--- src/rtl/pe_array_seq_pkg.sv ---
// Shared types and constants for the PE array sequencer.
// Latency: n/a (types, constants and a pure helper function only).
// Backpressure: n/a.
package pe_ctrl_pkg;

  typedef enum logic [1:0] {
    MODE_MM    = 2'b00,
    MODE_FPMUL = 2'b10,
    MODE_FPADD = 2'b11
  } mode_e;

  // Encoding 01 is reserved; commands carrying it are dropped with an error pulse.
  localparam logic [1:0] MODE_ILLEGAL = 2'b01;

  typedef enum logic [2:0] {
    ST_IDLE,
    ST_CLEAR,
    ST_MAC,
    ST_FLUSH,
    ST_DRAIN,
    ST_DONE
  } state_e;

  // Per-row control bundle: {mode_sel[1:0], y_sel, psu_clr, sys_buf_en}.
  localparam int CTRL_W = 5;

  // Cycles needed after the last feed beat for the wavefront to leave the
  // PE pipeline and reach the bottom row.
  function automatic int flush_len(input int pipe_lat, input int rows);
    return pipe_lat + rows - 1;
  endfunction

endpackage

--- src/rtl/pe_array_seq_if.sv ---
// Command channel from the tile scheduler to the PE array sequencer.
// Latency: n/a (wires only).
// Backpressure: valid/ready; the scheduler holds the command while cmd_ready is low.
interface pe_array_seq_if #(
  parameter int KW = 16
) ();
  logic          cmd_valid;
  logic          cmd_ready;
  logic [1:0]    cmd_mode;
  logic [KW-1:0] cmd_k;
  logic          cmd_ysel;

  modport master (
    output cmd_valid, cmd_mode, cmd_k, cmd_ysel,
    input  cmd_ready
  );

  modport slave (
    input  cmd_valid, cmd_mode, cmd_k, cmd_ysel,
    output cmd_ready
  );
endinterface

--- src/rtl/pe_array_seq_skew.sv ---
// Per-row control skew: row r sees the row-0 bundle delayed by r cycles.
// Latency: row 0 is combinational pass-through, row r is r flops deep (ROWS >= 2).
// Backpressure: none; the line shifts every cycle.
module ctrl_skew_line #(
  parameter int W    = 5,
  parameter int ROWS = 8
) (
  input  logic                     clk,
  input  logic                     rst_n,
  input  logic [W-1:0]             i_din,
  output logic [ROWS-1:0][W-1:0]   o_tap
);

  logic [ROWS-1:1][W-1:0] r_tap;

  // Shift the row-0 bundle down one row per cycle, clearing the whole line on reset.
  always_ff @(posedge clk) begin
    if (!rst_n) begin
      r_tap <= '0;
    end else begin
      r_tap[1] <= i_din;
      for (int r = 2; r < ROWS; r++) begin
        r_tap[r] <= r_tap[r-1];
      end
    end
  end

  assign o_tap = {r_tap, i_din};

endmodule

--- src/rtl/pe_array_seq.sv ---
// Sequencer for a ROWS x COLS PE array: CLEAR/MAC/FLUSH/DRAIN/DONE per command, row-skewed controls.
// Latency: accept->row-0 controls next cycle; row r lags row 0 by r cycles; drain_valid lags row ROWS-1 by 1.
// Backpressure: cmd_ready only in IDLE; a pending command is held off, never dropped (illegal mode excepted).
module pe_array_seq
  import pe_ctrl_pkg::*;
#(
  parameter int ROWS     = 8,
  parameter int KW       = 16,
  parameter int PIPE_LAT = 3
) (
  input  logic                 clk,
  input  logic                 rst_n,
  pe_array_seq_if.slave        cmd_if,
  output logic                 feed_en,
  output logic [ROWS-1:0][1:0] mode_sel_o,
  output logic [ROWS-1:0]      psu_clr_o,
  output logic [ROWS-1:0]      sys_buf_en_o,
  output logic [ROWS-1:0]      y_sel_o,
  output logic                 drain_valid,
  output logic                 busy,
  output logic                 done,
  output logic                 err
);

  localparam logic [KW-1:0] FLUSH_CNT = KW'(flush_len(PIPE_LAT, ROWS));
  localparam logic [KW-1:0] DRAIN_CNT = KW'(ROWS);

  state_e                      r_state;
  logic [KW-1:0]               r_cnt;
  mode_e                       r_mode;
  logic                        r_ysel;
  logic                        r_err;
  logic                        r_drain_valid;
  logic [CTRL_W-1:0]           w_row0;
  logic [ROWS-1:0][CTRL_W-1:0] w_tap;

  assign cmd_if.cmd_ready = (r_state == ST_IDLE);

  // Command FSM: one down-counter is reused for K, flush and drain lengths.
  // mode/ysel stay latched through IDLE so the fp datapath never sees a glitch.
  always_ff @(posedge clk) begin
    if (!rst_n) begin
      r_state <= ST_IDLE;
      r_cnt   <= '0;
      r_mode  <= MODE_MM;
      r_ysel  <= 1'b0;
      r_err   <= 1'b0;
    end else begin
      r_err <= 1'b0;
      unique case (r_state)
        ST_IDLE: begin
          if (cmd_if.cmd_valid) begin
            if (cmd_if.cmd_mode == MODE_ILLEGAL) begin
              r_err <= 1'b1;
            end else begin
              r_mode <= mode_e'(cmd_if.cmd_mode);
              r_ysel <= cmd_if.cmd_ysel;
              r_cnt  <= cmd_if.cmd_k;
              if (cmd_if.cmd_mode == MODE_MM) begin
                r_state <= ST_CLEAR;
              end else if (cmd_if.cmd_k != '0) begin
                r_state <= ST_MAC;
              end else begin
                r_state <= ST_FLUSH;
                r_cnt   <= FLUSH_CNT;
              end
            end
          end
        end
        ST_CLEAR: begin
          // Counter still holds K from accept; K=0 goes straight to flush.
          if (r_cnt == '0) begin
            r_state <= ST_FLUSH;
            r_cnt   <= FLUSH_CNT;
          end else begin
            r_state <= ST_MAC;
          end
        end
        ST_MAC: begin
          if (r_cnt == KW'(1)) begin
            r_state <= ST_FLUSH;
            r_cnt   <= FLUSH_CNT;
          end else begin
            r_cnt <= r_cnt - 1'b1;
          end
        end
        ST_FLUSH: begin
          if (r_cnt == KW'(1)) begin
            if (r_mode == MODE_MM) begin
              r_state <= ST_DRAIN;
              r_cnt   <= DRAIN_CNT;
            end else begin
              r_state <= ST_DONE;
              r_cnt   <= '0;
            end
          end else begin
            r_cnt <= r_cnt - 1'b1;
          end
        end
        ST_DRAIN: begin
          if (r_cnt == KW'(1)) begin
            r_state <= ST_DONE;
            r_cnt   <= '0;
          end else begin
            r_cnt <= r_cnt - 1'b1;
          end
        end
        ST_DONE: begin
          r_state <= ST_IDLE;
        end
        default: begin
          r_state <= ST_IDLE;
        end
      endcase
    end
  end

  // Row-0 control bundle is a pure decode of the registered state and latched command.
  always_comb begin
    w_row0 = {r_mode, r_ysel, (r_state == ST_CLEAR), (r_state == ST_DRAIN)};
  end

  ctrl_skew_line #(
    .W    (CTRL_W),
    .ROWS (ROWS)
  ) u_skew (
    .clk   (clk),
    .rst_n (rst_n),
    .i_din (w_row0),
    .o_tap (w_tap)
  );

  // Fan the skewed bundles out to the per-row control ports.
  always_comb begin
    for (int r = 0; r < ROWS; r++) begin
      mode_sel_o[r]   = w_tap[r][4:3];
      y_sel_o[r]      = w_tap[r][2];
      psu_clr_o[r]    = w_tap[r][1];
      sys_buf_en_o[r] = w_tap[r][0];
    end
  end

  // Bottom-edge results are registered, so valid trails the last row's drain enable.
  always_ff @(posedge clk) begin
    if (!rst_n) begin
      r_drain_valid <= 1'b0;
    end else begin
      r_drain_valid <= sys_buf_en_o[ROWS-1];
    end
  end

  assign feed_en     = (r_state == ST_MAC);
  assign done        = (r_state == ST_DONE);
  assign err         = r_err;
  assign drain_valid = r_drain_valid;
  assign busy        = (r_state != ST_IDLE) | (|psu_clr_o) | (|sys_buf_en_o);

endmodule
--- src/flat_wrapper.sv ---
// flat-port wrapper written by rule: the top's interface ports become plain ports
module pe_array_seq_flat import pe_ctrl_pkg::*;
#(
  parameter int ROWS     = 8,
  parameter int KW       = 16,
  parameter int PIPE_LAT = 3
)
  (clk, rst_n, feed_en, mode_sel_o, psu_clr_o, sys_buf_en_o, y_sel_o, drain_valid, busy, done, err, cmd_if_cmd_valid, cmd_if_cmd_mode, cmd_if_cmd_k, cmd_if_cmd_ysel, cmd_if_cmd_ready);
  pe_array_seq_if #(.KW(KW)) cmd_if_i ();
  input  logic clk;
  input  logic rst_n;
  output logic feed_en;
  output logic [ROWS-1:0][1:0] mode_sel_o;
  output logic [ROWS-1:0] psu_clr_o;
  output logic [ROWS-1:0] sys_buf_en_o;
  output logic [ROWS-1:0] y_sel_o;
  output logic drain_valid;
  output logic busy;
  output logic done;
  output logic err;
  input wire logic [$bits(cmd_if_i.cmd_valid)-1:0] cmd_if_cmd_valid;
  input wire logic [$bits(cmd_if_i.cmd_mode)-1:0] cmd_if_cmd_mode;
  input wire logic [$bits(cmd_if_i.cmd_k)-1:0] cmd_if_cmd_k;
  input wire logic [$bits(cmd_if_i.cmd_ysel)-1:0] cmd_if_cmd_ysel;
  output wire logic [$bits(cmd_if_i.cmd_ready)-1:0] cmd_if_cmd_ready;
  assign cmd_if_i.cmd_valid = cmd_if_cmd_valid;
  assign cmd_if_i.cmd_mode = cmd_if_cmd_mode;
  assign cmd_if_i.cmd_k = cmd_if_cmd_k;
  assign cmd_if_i.cmd_ysel = cmd_if_cmd_ysel;
  assign cmd_if_cmd_ready = cmd_if_i.cmd_ready;
  pe_array_seq #(.ROWS(ROWS), .KW(KW), .PIPE_LAT(PIPE_LAT)) u_core (.clk(clk), .rst_n(rst_n), .cmd_if(cmd_if_i), .feed_en(feed_en), .mode_sel_o(mode_sel_o), .psu_clr_o(psu_clr_o), .sys_buf_en_o(sys_buf_en_o), .y_sel_o(y_sel_o), .drain_valid(drain_valid), .busy(busy), .done(done), .err(err));
endmodule
--- config.mk ---
export PLATFORM = sky130hd
export DESIGN_NAME = pe_array_seq_flat
export DESIGN_NICKNAME = d
export VERILOG_FILES = /design/src/rtl/pe_array_seq_pkg.sv /design/src/rtl/pe_array_seq_if.sv /design/src/rtl/pe_array_seq_skew.sv /design/src/rtl/pe_array_seq.sv /design/src/flat_wrapper.sv
export SDC_FILE = /design/constraint.sdc
export NUM_CORES = 1
export LEC_CHECK = 0
export CAP_MARGIN = 20
export CELL_PAD_IN_SITES_DETAIL_PLACEMENT = 1
export CELL_PAD_IN_SITES_GLOBAL_PLACEMENT = 1
export CORE_MARGIN = 4
export CORE_UTILIZATION = 36
export CTS_BUF_LIST = sky130_fd_sc_hd__clkbuf_4 sky130_fd_sc_hd__clkbuf_8
export CTS_CLUSTER_DIAMETER = 120
export DETAILED_ROUTE_END_ITERATION = 10
export GPL_TIMING_DRIVEN = 0
export HOLD_SLACK_MARGIN = 0.15
export PLACE_DENSITY = 0.89
export SETUP_SLACK_MARGIN = 0.1
export SYNTH_ARGS = -nofsm -noshare
export SYNTH_HDL_FRONTEND = slang
export SYNTH_SLANG_ARGS = --single-unit
--- constraint.sdc ---
create_clock -name clk -period 2.5 [get_ports clk]
set_clock_uncertainty 0.1 [all_clocks]
set_input_delay 0.5 -clock clk [delete_from_list [all_inputs] [get_ports clk]]
set_output_delay 0.5 -clock clk [all_outputs]
set_load 0.01 [all_outputs]
==> impl_results.md, run 1 <==
* Die Y at approximately 91 um
* Path depth of the worst reg2reg path at 8
* Dominant synthesized flop cell: dfxtp_1
* Sequential Power Share at 0.350
* Core area at around 6800 um2
* Hold Vio Cnt, Final at 0
* Post-CTS Hold Fix Bufs at 0
* Dpl cells at around 460
* Max Clock Freq at between 400 and 500 MHz
* Status: complete, no violations
* Initial core utilization at 0.369
* Crit Path Category: in2reg
* Period utilisation layout at 0.969
* IO Pins at 68
* Max cap viols at 0
* Synth top area cells: dfxtp_1, and2_1, a21oi_1
* Worst stage delay on the critical path at 0.55 ns
* Vias in the first global route at 2592
* Hold EP: u_core.u_skew.o_tap[17]
* CTS Root Cell: clkbuf_8
* Clock Sinks at 59
* Commonest cells in the netlist: dfxtp_1, and2_1, nand2_1
* TritonCTS clock tree: yes
* Internal power at just over 2 mW
* FF-to-FF setup slack at ~0.11 ns
* Synth unique cells at 43
* Crit start category: primary input
* DPL Wire Length at 6.12 mm
* Initial antenna violation count at 0
* Gr ovfl total at 0
* Worst-path clk slew at 0.07 ns
* Crit path cell chain: clkdlybuf4s50_1, nor4_2, nand4_1, o21ai_1, nor2_1, or4_4, a21oi_2
* Setup TNS after final layout at 0 ns
* Power Dens Cells at 909 nW/um2
* Hold/Removal Path Class: reg2reg
* H-tree levels at 3
* Hold_sp: u_core.u_skew.o_tap[12]
* Global-route wire length before repair at roughly 13 mm
* FFs w/ async S/R, synth at 0
* Reg-to-reg startpoint: u_core.r_cnt[12]
* Post-Syn Instances at ~300
* Yosys top cell area share at 0.471
* Buffers and inverters on the worst path at 1
* RSZ-0062 raised after global routing: yes
* DR pass1 iterations at 4
* CP arrival at around 2.6 ns
* Post-Layout Cell Count at between 400 and 500
* Post-route ant nets at 0
* Mean Syn Cell Area at 8.41 um2
* Routed WL at roughly 8.7 mm
* Net Sw Power at around 1.2 mW
* Initial DRC Count at between 100 and 150
* Post-Syn Area at roughly 2500 um2
* Worst vdd ir at around 0.37 mV
* Layout area overhead at 44.7%
* Total CTS buffers at 9
* Post-synth EDFFs at 0
* Worst Path Required at 2.67 ns
* Tmin final at about 2.4 ns
* Antenna diodes at 0
* Final nets at a little over 400
* Top cell family by delay on the critical path: simple AND/OR/NAND/NOR gates
* PortBufs at 67
* Total power at 3.30 mW
* Clock share of power at 0.274
* Fin worst setup slack at 0.0774 ns
* FF-to-FF End: u_core.r_cnt[3]
* Mapped Nets at about 320
* Setup violations, final at 0
* Die ar. at 8360 um2
* Final Max Slew Viols at 0
* Clock Path Buffers at 2
* Post-route DRC violation count at 0
* Comb pwr share at 0.376
* Max FO, Critical Path at 2
* Slew at the pin closest to its max-slew limit at between 1 and 1.5 ns
* Most common cell in the netlist: dfxtp_1
* DR WL/cell at about 18 um
* Final Cell Area at between 3000 and 4000 um2
* Leakage power at approximately 1.4 nW
* CP max stage cell: or4_4
* Largest net degree at the start of global routing at 11
* Critical path endpoint category: flip-flop
* Routed vias at ~2600
* Vias/cell at roughly 5.4
* Pre-CTS WS at -0.299 ns
* WHS Path Cells at 1
* Die width at ~90 um
* Sw frac at 0.377
* Fin Hold WS at ~0.37 ns
* Util after Layout at 0.534
* GRT Util Overall at 0.204
* Relative slew slack at 0.305
* Register area share after synthesis at 0.471
* Placement Cell Area at 3300 um2
* Yosys Warn Count at 0
* Seq cells post-synth at 59
* Skew-Pair Late Insertion Delay at around 0.35 ns
* GP Congestion at around 0.89
* Post-synth top area cell: dfxtp_1
* Layout cells sized above 1 at 0.143
* # rows at 30
[cells in the final DEF, fill, tap and decap left out, types with 9 or more instances in the layout]
cell type,Yosys,layout
nor4_1,11,9
clkdlybuf4s50_1,0,64
clkbuf_8,0,10
nor2_1,24,22
o22ai_1,11,11
o21ai_0,14,13
dfxtp_1,59,55
nand2_1,29,29
a21oi_1,24,21
and2_1,34,34
[power groups by stage]
stage | logic, mW | clock network (mW) | registers [mW]
finish | 1.24 | 0.904 | 1.16
global route | 1.35 | 0.966 | 1.17
global placement | 1.03 | 0 | 1.14
CTS | 1.13 | 0.916 | 1.14
floorplan | 0.728 | 0 | 1.13
detailed placement | 1.07 | 0 | 1.15
[registers in the layout (all words and copies together), names as in the netlist]
name and flops:
u_core.drain_valid 1, u_core.err 1, u_core.r_cnt 16, u_core.r_mode 2, u_core.r_state 3, u_core.r_ysel 1, u_core.u_skew.o_tap 35
[routing by layer]
layer | share of wire | routed length, um | vias to the layer above | track usage
met4 | 0.022 | 193 | 0 | 0.106
met5 | 0 | 0 | - | 0
li1 | - | - | 1221 | -
met3 | 0.058 | 501 | 18 | 0.0489
met2 | 0.51 | 4430 | 100 | 0.343
met1 | 0.41 | 3570 | 1274 | 0.238
[kinds of logic after synthesis]
| group | share of synthesized area |
|---|---|
| and+or+nand+nor | 0.277 |
| AOI/OAI and AO/OA | 0.183 |
| DFF | 0.471 |
| buffers and inverters | 0.0464 |
| adders and majority gates | 0.0150 |
| xor gates and xnor gates | 0.00350 |
| muxes | 0.00399 |
[how the worst max path moves through the flow]
| stage | from | to | slack (ns) | cells past startpoint |
|---|---|---|---|---|
| after floorplan | u_core.r_cnt[10] | u_core.r_cnt[3] | 0.27 | 7 |
| after global placement | cmd_if_cmd_k[3] | u_core.r_cnt[3] | -0.28 | 7 |
| after detailed placement | cmd_if_cmd_mode[1] | u_core.r_cnt[2] | -0.30 | 8 |
| after CTS | u_core.r_state[0] | busy | 0.01 | 5 |
| after global routing | u_core.r_cnt[12] | u_core.r_cnt[3] | 0.02 | 8 |
| final | cmd_if_cmd_k[3] | u_core.r_cnt[3] | 0.08 | 7 |
[repair_timing]
action | in CTS | in global routing
pin swaps | 2 | 6
endpoints found under the setup margin | 21 | 17
resized for setup | 19 | 26
setup buffers | 2 | 2
[worst register-to-register path: stages (launching register included)]
cell      delay [ns]
dfxtp_1         0.35
nor3_4          0.27
and4_1          0.25
buf_2           0.22
and2_1          0.15
clkbuf_4        0.19
nor4_1          0.09
or4_4           0.57
a21oi_2         0.13
[final cells by class]
cell class	instances	area (um2)
plain buffers	17	96.3
repair buffers	71	693
fillers	800	3170
clock inverters	4	50.0
clock buffers	12	153
inverters	10	40.0
well taps	96	120
multi-input cells	212	1290
flip-flops and latches	59	1190
Power figures use the tool's default switching activity.
==> run 2: changes to the inputs <==
- CORE_UTILIZATION: 36 -> 33
- PLACE_DENSITY: 0.89 -> 0.86
- clock period: 2.5 -> 2.1 ns (I/O delays scaled with it)
==> impl_results.md, run 2 (synthesis gave the netlist of run 1 again) <==
* Fin worst setup slack at -0.212 ns (-0.289 ns)
* Reg-to-reg startpoint: u_core.r_cnt[13]
* Initial core utilization at 0.342 (-0.0270)
* Core area at 7330 um2 (+7.9%)
* Max FFs per register at 35 (unchanged)
* Top cell family by delay on the critical path: simple AND/OR/NAND/NOR gates
* Period utilisation layout at 1.10
* Worst stage delay on the critical path at 0.54 ns (about the same)
* Post-CTS Hold Fix Bufs at 0 (unchanged)
* Buffers and inverters on the worst path at 1 (unchanged)
* Relative slew slack at 0.428 (+0.123)
* Clock Sinks at 59 (unchanged)
* Vias/cell at 6.05 (+11%)
* RSZ-0062 raised after global routing: yes
* Total power at 4.92 mW (+49%)
* Crit start category: primary input
* Hold EP: u_core.u_skew.o_tap[19]
* Failing checks: setup timing
* DR WL/cell at 26.1 um (+44%)
* Placement Cell Area at 3320 um2 (+0.68%)
* Worst vdd ir at 0.403 mV (+10%)
* GP Congestion at 0.887 (about the same)
* Largest net degree at the start of global routing at 11 (unchanged)
* # rows at 31 (+3.3%)
* WHS Path Cells at 1 (unchanged)
* Path depth of the worst reg2reg path at 7 (-1)
* Hold_sp: u_core.u_skew.o_tap[14]
* Util after Layout at 0.568 (+0.0343)
* Final nets at 421 (+4.0%)
* Initial antenna violation count at 0 (unchanged)
* Total CTS buffers at 9 (unchanged)
* CTS Root Cell: clkbuf_8
* Skew-Pair Late Insertion Delay at 0.36 ns (about the same)
* Worst-path clk slew at 0.07 ns (about the same)
* Worst Path Required at 2.28 ns (-0.39 ns)
* Hold/Removal Path Class: reg2reg
* Fin Hold WS at 0.377 ns (+0.0114 ns)
* Hold Vio Cnt, Final at 0 (unchanged)
* Most common cell after layout, fill and taps aside: dfxtp_1
* CP arrival at 2.49 ns (-0.11 ns)
* FF-to-FF setup slack at -0.21 ns (-0.32 ns)
* IO Pins at 68 (unchanged)
* Tmin final at roughly 2.3 ns
* Slew at the pin closest to its max-slew limit at 0.851 ns (-0.182 ns)
* Max FO, Critical Path at 2 (unchanged)
* Commonest cells after routing, fill and taps aside: dfxtp_1, clkdlybuf4s50_1, and2_1
* DPL Wire Length at 6.39 mm (+4.5%)
* Setup violations, final at 18 (+18)
* Antenna diodes at 0 (unchanged)
* Routed vias at 3023 (+16%)
* Global-route wire length before repair at 18.1 mm (+34%)
* Leakage power at 1.61 nW (+16%)
* Layout cells sized above 1 at 0.304 (+0.161)
* Final Cell Area at 4170 um2 (+15%)
* Post-route DRC violation count at 0 (unchanged)
* TritonCTS clock tree: yes
* Power Dens Cells at 1180 nW/um2 (+30%)
* PortBufs at 67 (unchanged)
* DR pass1 iterations at 6 (+2)
* CP max stage cell: or4_4
* Crit path cell chain: clkdlybuf4s50_1, nor4_2, nand4_1, o21ai_2, nor2_1, or4_4, a21oi_2
* Layout area overhead at 66.2%
* Die Y at 95.1 um (+4.1%)
* Die width at 95.1 um (+4.1%)
* GRT Util Overall at 0.272 (+0.0681)
* FF-to-FF End: u_core.r_cnt[3]
* Post-route ant nets at 0 (unchanged)
* Final Max Slew Viols at 0 (unchanged)
* H-tree levels at 3 (unchanged)
* Vias in the first global route at 3148 (+21%)
* Die ar. at 9050 um2 (+8.3%)
* Routed WL at 13.0 mm (+50%)
* Gr ovfl total at 0 (unchanged)
* Setup TNS after final layout at -2.35 ns (-2.35 ns)
* Status: complete, but fails checks
* Initial DRC Count at 185 (+35%)
* Crit Path Category: in2reg
* Clock Path Buffers at 2 (unchanged)
* Max Clock Freq at around 430 MHz
* Critical path endpoint category: flip-flop
* Max cap viols at 0 (unchanged)
[run 2: how the worst max path moves through the flow]
stage,startpoint,endpoint,slack [ns],depth (start not counted)
finish,cmd_if_cmd_k[8],u_core.r_cnt[3],-0.21,7
global route,u_core.r_cnt[13],u_core.r_cnt[3],-0.24,7
CTS,u_core.r_state[0],busy,-0.13,5
detailed placement,cmd_if_cmd_k[3],u_core.r_cnt[3],-0.69,7
global placement,cmd_if_cmd_k[3],u_core.r_cnt[3],-0.68,7
floorplan,u_core.r_cnt[11],u_core.r_cnt[3],0.007,7
[run 2: routing by layer]
layer,share of wire,track usage,up-vias
met5,0,0,-
met4,0.047,0.147,0
met3,0.083,0.0687,60
met2,0.49,0.471,236
met1,0.38,0.304,1461
li1,-,-,1266
[run 2: what timing repair did]
| item | CTS | global route |
|---|---|---|
| hold endpoints to repair | 0 | 0 |
| endpoints found under the setup margin | 25 | 23 |
| pin swaps | 20 | 6 |
| cloned | 2 | 0 |
| resized for setup | 105 | 45 |
| buffers inserted | 13 | 6 |
[run 2: final cells by class]
cell class | instances | area (um2)
buffer | 17 | 168
clock buffer | 11 | 139
clock inverter | 5 | 77.6
fill | 809 | 3170
inverter | 10 | 45.0
multi-input combinational | 212 | 1590
sequential | 59 | 1200
tap | 99 | 124
timing repair buffer | 87 | 830
[run 2: metrics by stage]
stage | setup slack (ns) | std cells
after floorplan | 0.00682 | 298
after global placement | -0.683 | 464
after detailed placement | -0.686 | 464
after CTS | -0.127 | 495
after global routing | -0.237 | 500
final | -0.212 | 500
[run 2: report_power, final]
part           internal, mW  switching (mW)
combinational         0.936            1.35
clock                 0.691           0.506
sequential             1.24           0.197
total                  2.87            2.05
==> run 3: changes to the inputs <==
- SETUP_SLACK_MARGIN: 0.1 -> not set
- SLEW_MARGIN: not set -> 40
==> impl_results.md, run 3 (synthesis gave the netlist of run 1 again) <==
* DPL Wire Length at 6.46 mm (+1.1%)
* Max FFs per register at 35 (unchanged)
* Critical path endpoint category: flip-flop
* Relative slew slack at 0.549 (+0.121)
* Initial core utilization at 0.342 (unchanged)
* Post-CTS Hold Fix Bufs at 0 (unchanged)
* Hold Vio Cnt, Final at 0 (unchanged)
* Post-Layout Cell Count at 493 (-1.4%)
* Die Y at 95.1 um (unchanged)
* Worst vdd ir at 0.379 mV (-5.9%)
* Vias in the first global route at 2801 (-11%)
* Util after Layout at 0.534 (-0.0346)
* Clock Path Buffers at 2 (unchanged)
* Reg-to-reg startpoint: u_core.r_cnt[11]
* Layout cells sized above 1 at 0.251 (-0.0530)
* Die width at 95.1 um (unchanged)
* Failing checks: setup timing
* Worst-path clk slew at 0.08 ns (about the same)
* Period utilisation layout at 1.09 (-0.0137)
* Dpl cells at 464 (unchanged)
* Slew at the pin closest to its max-slew limit at 0.671 ns (-0.180 ns)
* FF-to-FF setup slack at -0.18 ns (+0.03 ns)
* Gr ovfl total at 0 (unchanged)
* Path depth of the worst reg2reg path at 7 (unchanged)
* Max FO, Critical Path at 4 (+2)
* Most common cell after layout, fill and taps aside: clkdlybuf4s50_1
* Fin worst setup slack at -0.183 ns (+0.0287 ns)
* Final nets at 414 (-1.7%)
* Crit start category: flip-flop
* Antenna diodes at 0 (unchanged)
* Routed vias at 2855 (-5.6%)
* Largest net degree at the start of global routing at 12 (+1)
* Routed WL at 10.9 mm (-16%)
* Post-route DRC violation count at 0 (unchanged)
* Skew-Pair Late Insertion Delay at 0.35 ns (about the same)
* Core area at 7330 um2 (unchanged)
* FF-to-FF End: u_core.r_cnt[3]
* Clock Sinks at 59 (unchanged)
* Global-route wire length before repair at 14.8 mm (-18%)
* TritonCTS clock tree: yes
* # rows at 31 (unchanged)
* CP endpoint: u_core.r_cnt[3]
* Post-route ant nets at 0 (unchanged)
* Pre-CTS WS at -0.676 ns (+0.0101 ns)
* Tmin final at 2.28 ns (-0.0287 ns)
* IO Pins at 68 (unchanged)
* DR WL/cell at 22.2 um (-15%)
* GP Congestion at 0.870 (-1.9%)
* Status: complete, but fails checks
* Max Clock Freq at 438 MHz (+1.3%)
* Setup crit start: u_core.r_cnt[11]
* Die ar. at 9050 um2 (unchanged)
* Worst Path Required at 2.28 ns (about the same)
* Layout area overhead at 56.1%
* DR pass1 iterations at 5 (-1)
* Setup violations, final at 16 (-2)
* Leakage power at 1.49 nW (-7.5%)
* CP arrival at 2.46 ns (-0.03 ns)
* GRT Util Overall at 0.215 (-0.0563)
* PortBufs at 67 (unchanged)
* Max cap viols at 0 (unchanged)
* H-tree levels at 3 (unchanged)
* Fill cell count at 829 (+2.5%)
* Vias/cell at 5.79 (-4.2%)
* Initial DRC Count at 232 (+25%)
* Power Dens Cells at 1140 nW/um2 (-3.3%)
* CTS Root Cell: clkbuf_8
* Total CTS buffers at 9 (unchanged)
* Commonest cells after routing, fill and taps aside: clkdlybuf4s50_1, dfxtp_1, and2_1
* Crit Path Category: reg2reg
* Initial antenna violation count at 0 (unchanged)
* RSZ-0062 raised after global routing: yes
* Final Max Slew Viols at 0 (unchanged)
* Hold/Removal Path Class: reg2reg
## run 3: power breakdown
group | switching [mW] | internal (mW) | leakage [nW] | total (mW)
Clock | 0.498 | 0.700 | 0.108 | 1.20
Combinational | 1.11 | 0.757 | 0.901 | 1.86
Sequential | 0.167 | 1.24 | 0.482 | 1.40
Total | 1.77 | 2.69 | 1.49 | 4.47
## run 3: routing by layer
layer / up-vias / wire [um] / global-route usage
met1: 1395 / 4040 / 0.234
li1: 1237 / - / -
met5: - / 0 / 0
met3: 49 / 808 / 0.0576
met2: 174 / 5580 / 0.387
met4: 0 / 518 / 0.0986
## run 3: stage by stage
step,hold WS (ns),total power [mW],TNS (ns),instance area (um2)
after global routing,0.387,4.62,-2.23,3910
final,0.362,4.47,-1.37,3910
after detailed placement,0.352,2.67,-9.24,3320
after global placement,0.340,2.61,-8.59,3310
after floorplan,0.348,2.22,-0.00147,2520
after CTS,0.368,4.06,-0.208,3730
## run 3: cell type report
| cell class | instances | area, um2 | share of cell area |
|---|---|---|---|
| Tap cell | 99 | 124 | 0.0317 |
| Buffer | 14 | 106 | 0.0272 |
| Clock buffer | 10 | 138 | 0.0352 |
| Sequential cell | 59 | 1200 | 0.306 |
| Timing Repair Buffer | 83 | 781 | 0.200 |
| Inverter | 10 | 42.5 | 0.0109 |
| Clock inverter | 6 | 88.8 | 0.0227 |
| Multi-Input combinational cell | 212 | 1440 | 0.367 |
## run 3: worst min path at each step
stage,from,endpoint,slack [ns],cells after the start
after floorplan,u_core.r_cnt[9],u_core.r_cnt[9],0.35,2
after global placement,u_core.u_skew.o_tap[13],u_core.u_skew.o_tap[18],0.34,1
final,u_core.u_skew.o_tap[19],u_core.u_skew.o_tap[24],0.36,1
after CTS,u_core.u_skew.o_tap[19],u_core.u_skew.o_tap[24],0.37,1
after detailed placement,u_core.u_skew.o_tap[19],u_core.u_skew.o_tap[24],0.35,1
after global routing,u_core.u_skew.o_tap[12],u_core.u_skew.o_tap[17],0.39,1
## run 3: what timing repair did
item	4_1_cts	5_1_grt
endpoints found under the setup margin	22	25
setup buffers	7	9
gates resized for setup	59	42
pin swaps	9	9
gates cloned	0	0
## run 3: worst max-delay path: stages (launching register included)
cell and delay, ns:
dfxtp_4 0.36, or4_4 0.56, nor3_4 0.23, and3_4 0.23, a21oi_2 0.07, buf_6 0.15, or4_4 0.41, a21oi_2 0.12
==> patch 1 (flow settings as in run 1) <==
The 6 states of `state_e` get a Gray code encoding in 3 bits.
--- a/src/rtl/pe_array_seq_pkg.sv
+++ b/src/rtl/pe_array_seq_pkg.sv
@@ -15,8 +15,8 @@
   typedef enum logic [2:0] {
-    ST_IDLE,
-    ST_CLEAR,
-    ST_MAC,
-    ST_FLUSH,
-    ST_DRAIN,
-    ST_DONE
+    ST_IDLE  = 3'b000,
+    ST_CLEAR = 3'b001,
+    ST_MAC   = 3'b011,
+    ST_FLUSH = 3'b010,
+    ST_DRAIN = 3'b110,
+    ST_DONE  = 3'b111
   } state_e;
Check against the original RTL: no difference found for any inputs over 10 cycles, from zero or initial values and one cycle with rst_n low; not proved beyond that.
==> patch 1 against run 1 <==
Worst setup slack better by 0.11 ns. Power down 4.1%. Worst hold slack got worse by 0.0018 ns. Synthesized area grew 3.8%. Sequential cell count is the same. Wire length is 4.6% lower. Design area up 1.7%. Largest power group is now registers.
==> patch 1: results (changes against run 1) <==
stage;metric;value;unit;change
setup_path;CP Max Fanout;9;;was 2
place;Placer Congestion;0.953;;was 0.886
yosys;sequential share of the synthesized area;45.4;%;was 47.1%
setup_path;Worst setup endpoint;cmd_if_cmd_ready;;was u_core.r_cnt[3]
finish;share of cells above drive strength 1;14.2;%;was 14.3%
outcome;outcome;completed;;unchanged
global_routing;met2 Usage GRT;33.3;%;was 34.3%
route;met3 wire len;502;um;was 501 um
finish;final cell count without fillers;454;;was 481
global_routing;routing usage on met1;23.9;%;was 23.8%
global_routing;M3 GR Usage;5.15;%;was 4.89%
setup_path;CP top delay family;buffers and inverters;;was simple AND/OR/NAND/NOR gates
setup_path;Reg2Reg Capture Point;u_core.r_cnt[8];;was u_core.r_cnt[3]
setup_path;CP startpoint;u_core.r_state[1];;was cmd_if_cmd_k[3]
yosys;most frequent cells after synthesis;59 x dfxtp_1, 36 x and2_1, 21 x nor2_1;;was 59 x dfxtp_1, 34 x and2_1, 29 x nand2_1
clock_network;Post-CTS Setup Bufs;0;;was 2
route;Vias;2457;;was 2613
place;port bufs;66;;was 67
place;placed cell area;3380;um^2;was 3300 um^2
worst_hold_path;HP Start;u_core.u_skew.o_tap[9];;was u_core.u_skew.o_tap[12]
worst_hold_path;WHS Endpoint;u_core.u_skew.o_tap[14];;was u_core.u_skew.o_tap[17]
global_routing;first-pass GRT wire length;13200;um;was 13400 um
timing;Slew @ Worst Pin;0.758;ns;was 1.03 ns
route;Iter 0 DRT Violations;87;;was 137
place;dpl cells;435;;was 461
route;metal2 WL;4170;um;was 4430 um
setup_path;R2R Setup Slk;0.21;ns;was 0.11 ns
[patch 1: where the power goes]
part / switching [uW] / total, uW / internal (uW)
sequential: 110 / 1130 / 1020
clock: 398 / 985 / 588
combinational: 588 / 1050 / 460
total: 1100 / 3160 / 2070
[patch 1: final cells by class]
| type | count | area (um^2) |
|---|---|---|
| buffer | 17 | 129 |
| clock buffer | 10 | 138 |
| clock inverter | 6 | 88.8 |
| fill | 827 | 3220 |
| inverter | 7 | 26.3 |
| multi-input combinational | 190 | 1320 |
| sequential | 59 | 1180 |
| tap | 96 | 120 |
| timing repair buffer | 69 | 681 |
[patch 1: cell families (layout without fill, tap and decap cells)]
logic type / count (synthesis) / after routing / share of synthesized area [%]
buffers and inverters: 24 / 109 / 5.77
AND/OR/NAND/NOR: 122 / 122 / 28.0
XOR/XNOR: 5 / 5 / 1.68
flip-flops: 59 / 59 / 45.4
adder cells (fa/ha/maj): 3 / 3 / 1.44
multiplexers: 2 / 2 / 0.770
AO/OA/AOI/OAI: 58 / 58 / 16.9
==> patch 2 (flow settings as in run 1) <==
Without the edit above. `KW` is set to 16 in 3 places; all go to 18.
--- a/src/rtl/pe_array_seq_if.sv
+++ b/src/rtl/pe_array_seq_if.sv
@@ -4,3 +4,3 @@
 interface pe_array_seq_if #(
-  parameter int KW = 16
+  parameter int KW = 18
 ) ();
--- a/src/rtl/pe_array_seq.sv
+++ b/src/rtl/pe_array_seq.sv
@@ -7,3 +7,3 @@
   parameter int ROWS     = 8,
-  parameter int KW       = 16,
+  parameter int KW       = 18,
   parameter int PIPE_LAT = 3
--- a/src/flat_wrapper.sv
+++ b/src/flat_wrapper.sv
@@ -4,3 +4,3 @@
   parameter int ROWS     = 8,
-  parameter int KW       = 16,
+  parameter int KW       = 18,
   parameter int PIPE_LAT = 3
Ports: changed (resized cmd_if_cmd_k); port bits go from 68 to 70. No check against the original RTL was run, so the function may have changed too.
==> patch 2 against run 1 <==
Wire length is 9.6% higher. Critical path depth is 3 lower. Design area grew 6.5%. Sequential share of layout area decreased by 1.0 points. Synthesized area rose by 6.2%. Count of clock-buffer cells in the layout is 1 lower. Largest cell class unchanged. Sequential cell count is 2 higher. Worst setup slack improved by 0.013 ns. Non-clock buffer count is 1 higher. Power decreased by 5.7%. Global-route usage is 1.7 points higher. Via count increased by 1.9%.
==> patch 2: results (changes against run 1) <==
stage;metric;value;unit;change
yosys;Synth Register Bits;61;;was 59
route;final WL;9540;um;was 8700 um
floorplanning;Total Die Area;8830;um^2;was 8360 um^2
power_and_ir_drop;Leak;0.00147;uW;was 0.00139 uW
finish;Nets;403;;was 405
yosys;most frequent cells after synthesis;61 x dfxtp_1, 37 x and2_1, 20 x nand2_1, 20 x nor2_1, 15 x a21oi_1;;was 59 x dfxtp_1, 34 x and2_1, 29 x nand2_1
yosys;syn nets;319;;was 323
timing;relative slew slack;42.4;%;was 30.5%
finish;clock buffers;11;;was 12
yosys;post-synth cell types;55;;was 43
outcome;outcome;completed;;unchanged
place;placed cell area;3470;um^2;was 3300 um^2
place;HPWL after detailed placement;6590;um;was 6120 um
setup_path;Reg2Reg Launch Point;u_core.r_cnt[1];;was u_core.r_cnt[12]
place;port bufs;68;;was 67
setup_path;crit path DAT;1.81;ns;was 2.60 ns
route;met3 wire len;542;um;was 501 um
global_routing;M3 GR Usage;4.33;%;was 4.89%
finish;buffering overhead;21.2;%;was 21.8%
route;DRT met1 WL;3940;um;was 3570 um
route;wire length per cell;19.9;um;was 18.1 um
place;Placer Congestion;0.882;;was 0.886
global_routing;first-pass GRT wire length;14800;um;was 13400 um
route;Vias;2663;;was 2613
timing;FMAX;0.415;GHz;was 0.413 GHz
finish;# fillers;829;;was 800
finish;Non-clk invs;7;;was 10
global_routing;GRT Overall Usage;22.0;%;was 20.4%
power_and_ir_drop;Peak supply drop;0.315;mV;was 0.366 mV
route;metal2 WL;4880;um;was 4430 um
yosys;sequential share of the synthesized area;45.9;%;was 47.1%
place;Setup WS pre-CTS;-0.150;ns;was -0.299 ns
global_routing;routing usage on met1;24.8;%;was 23.8%
yosys;cells after synthesis;293;;was 298
patch 2: changes by cell type after synthesis, moves of 4 or more:
cell	change
nand2_1	-9
o22ai_1	-6
a21oi_1	-9
nor2_1	-4
a32o_1	+5
a22oi_1	-4
patch 2: cells by family after synthesis:
logic type,after synthesis,share of synthesized area (%)
XOR/XNOR,3,0.987
flip-flops,61,45.9
adder cells (fa/ha/maj),2,0.940
multiplexers,2,0.752
AND/OR/NAND/NOR,128,27.9
AO/OA/AOI/OAI,74,19.2
buffers and inverters,23,4.33
patch 2: final timing paths:
kind | to | slack [ns]
worst max-delay path | busy | 0.09
worst min register to register | u_core.u_skew.o_tap[17] | 0.37
worst min-delay path | u_core.u_skew.o_tap[17] | 0.37
worst max register to register | u_core.r_cnt[8] | 0.18
patch 2: power groups by stage:
stage,clock network (uW),registers (uW),logic (uW)
CTS,1120,1130,783
global route,1170,1150,930
global placement,0,1140,725
finish,1120,1140,852
floorplan,0,1130,511
detailed placement,0,1140,753
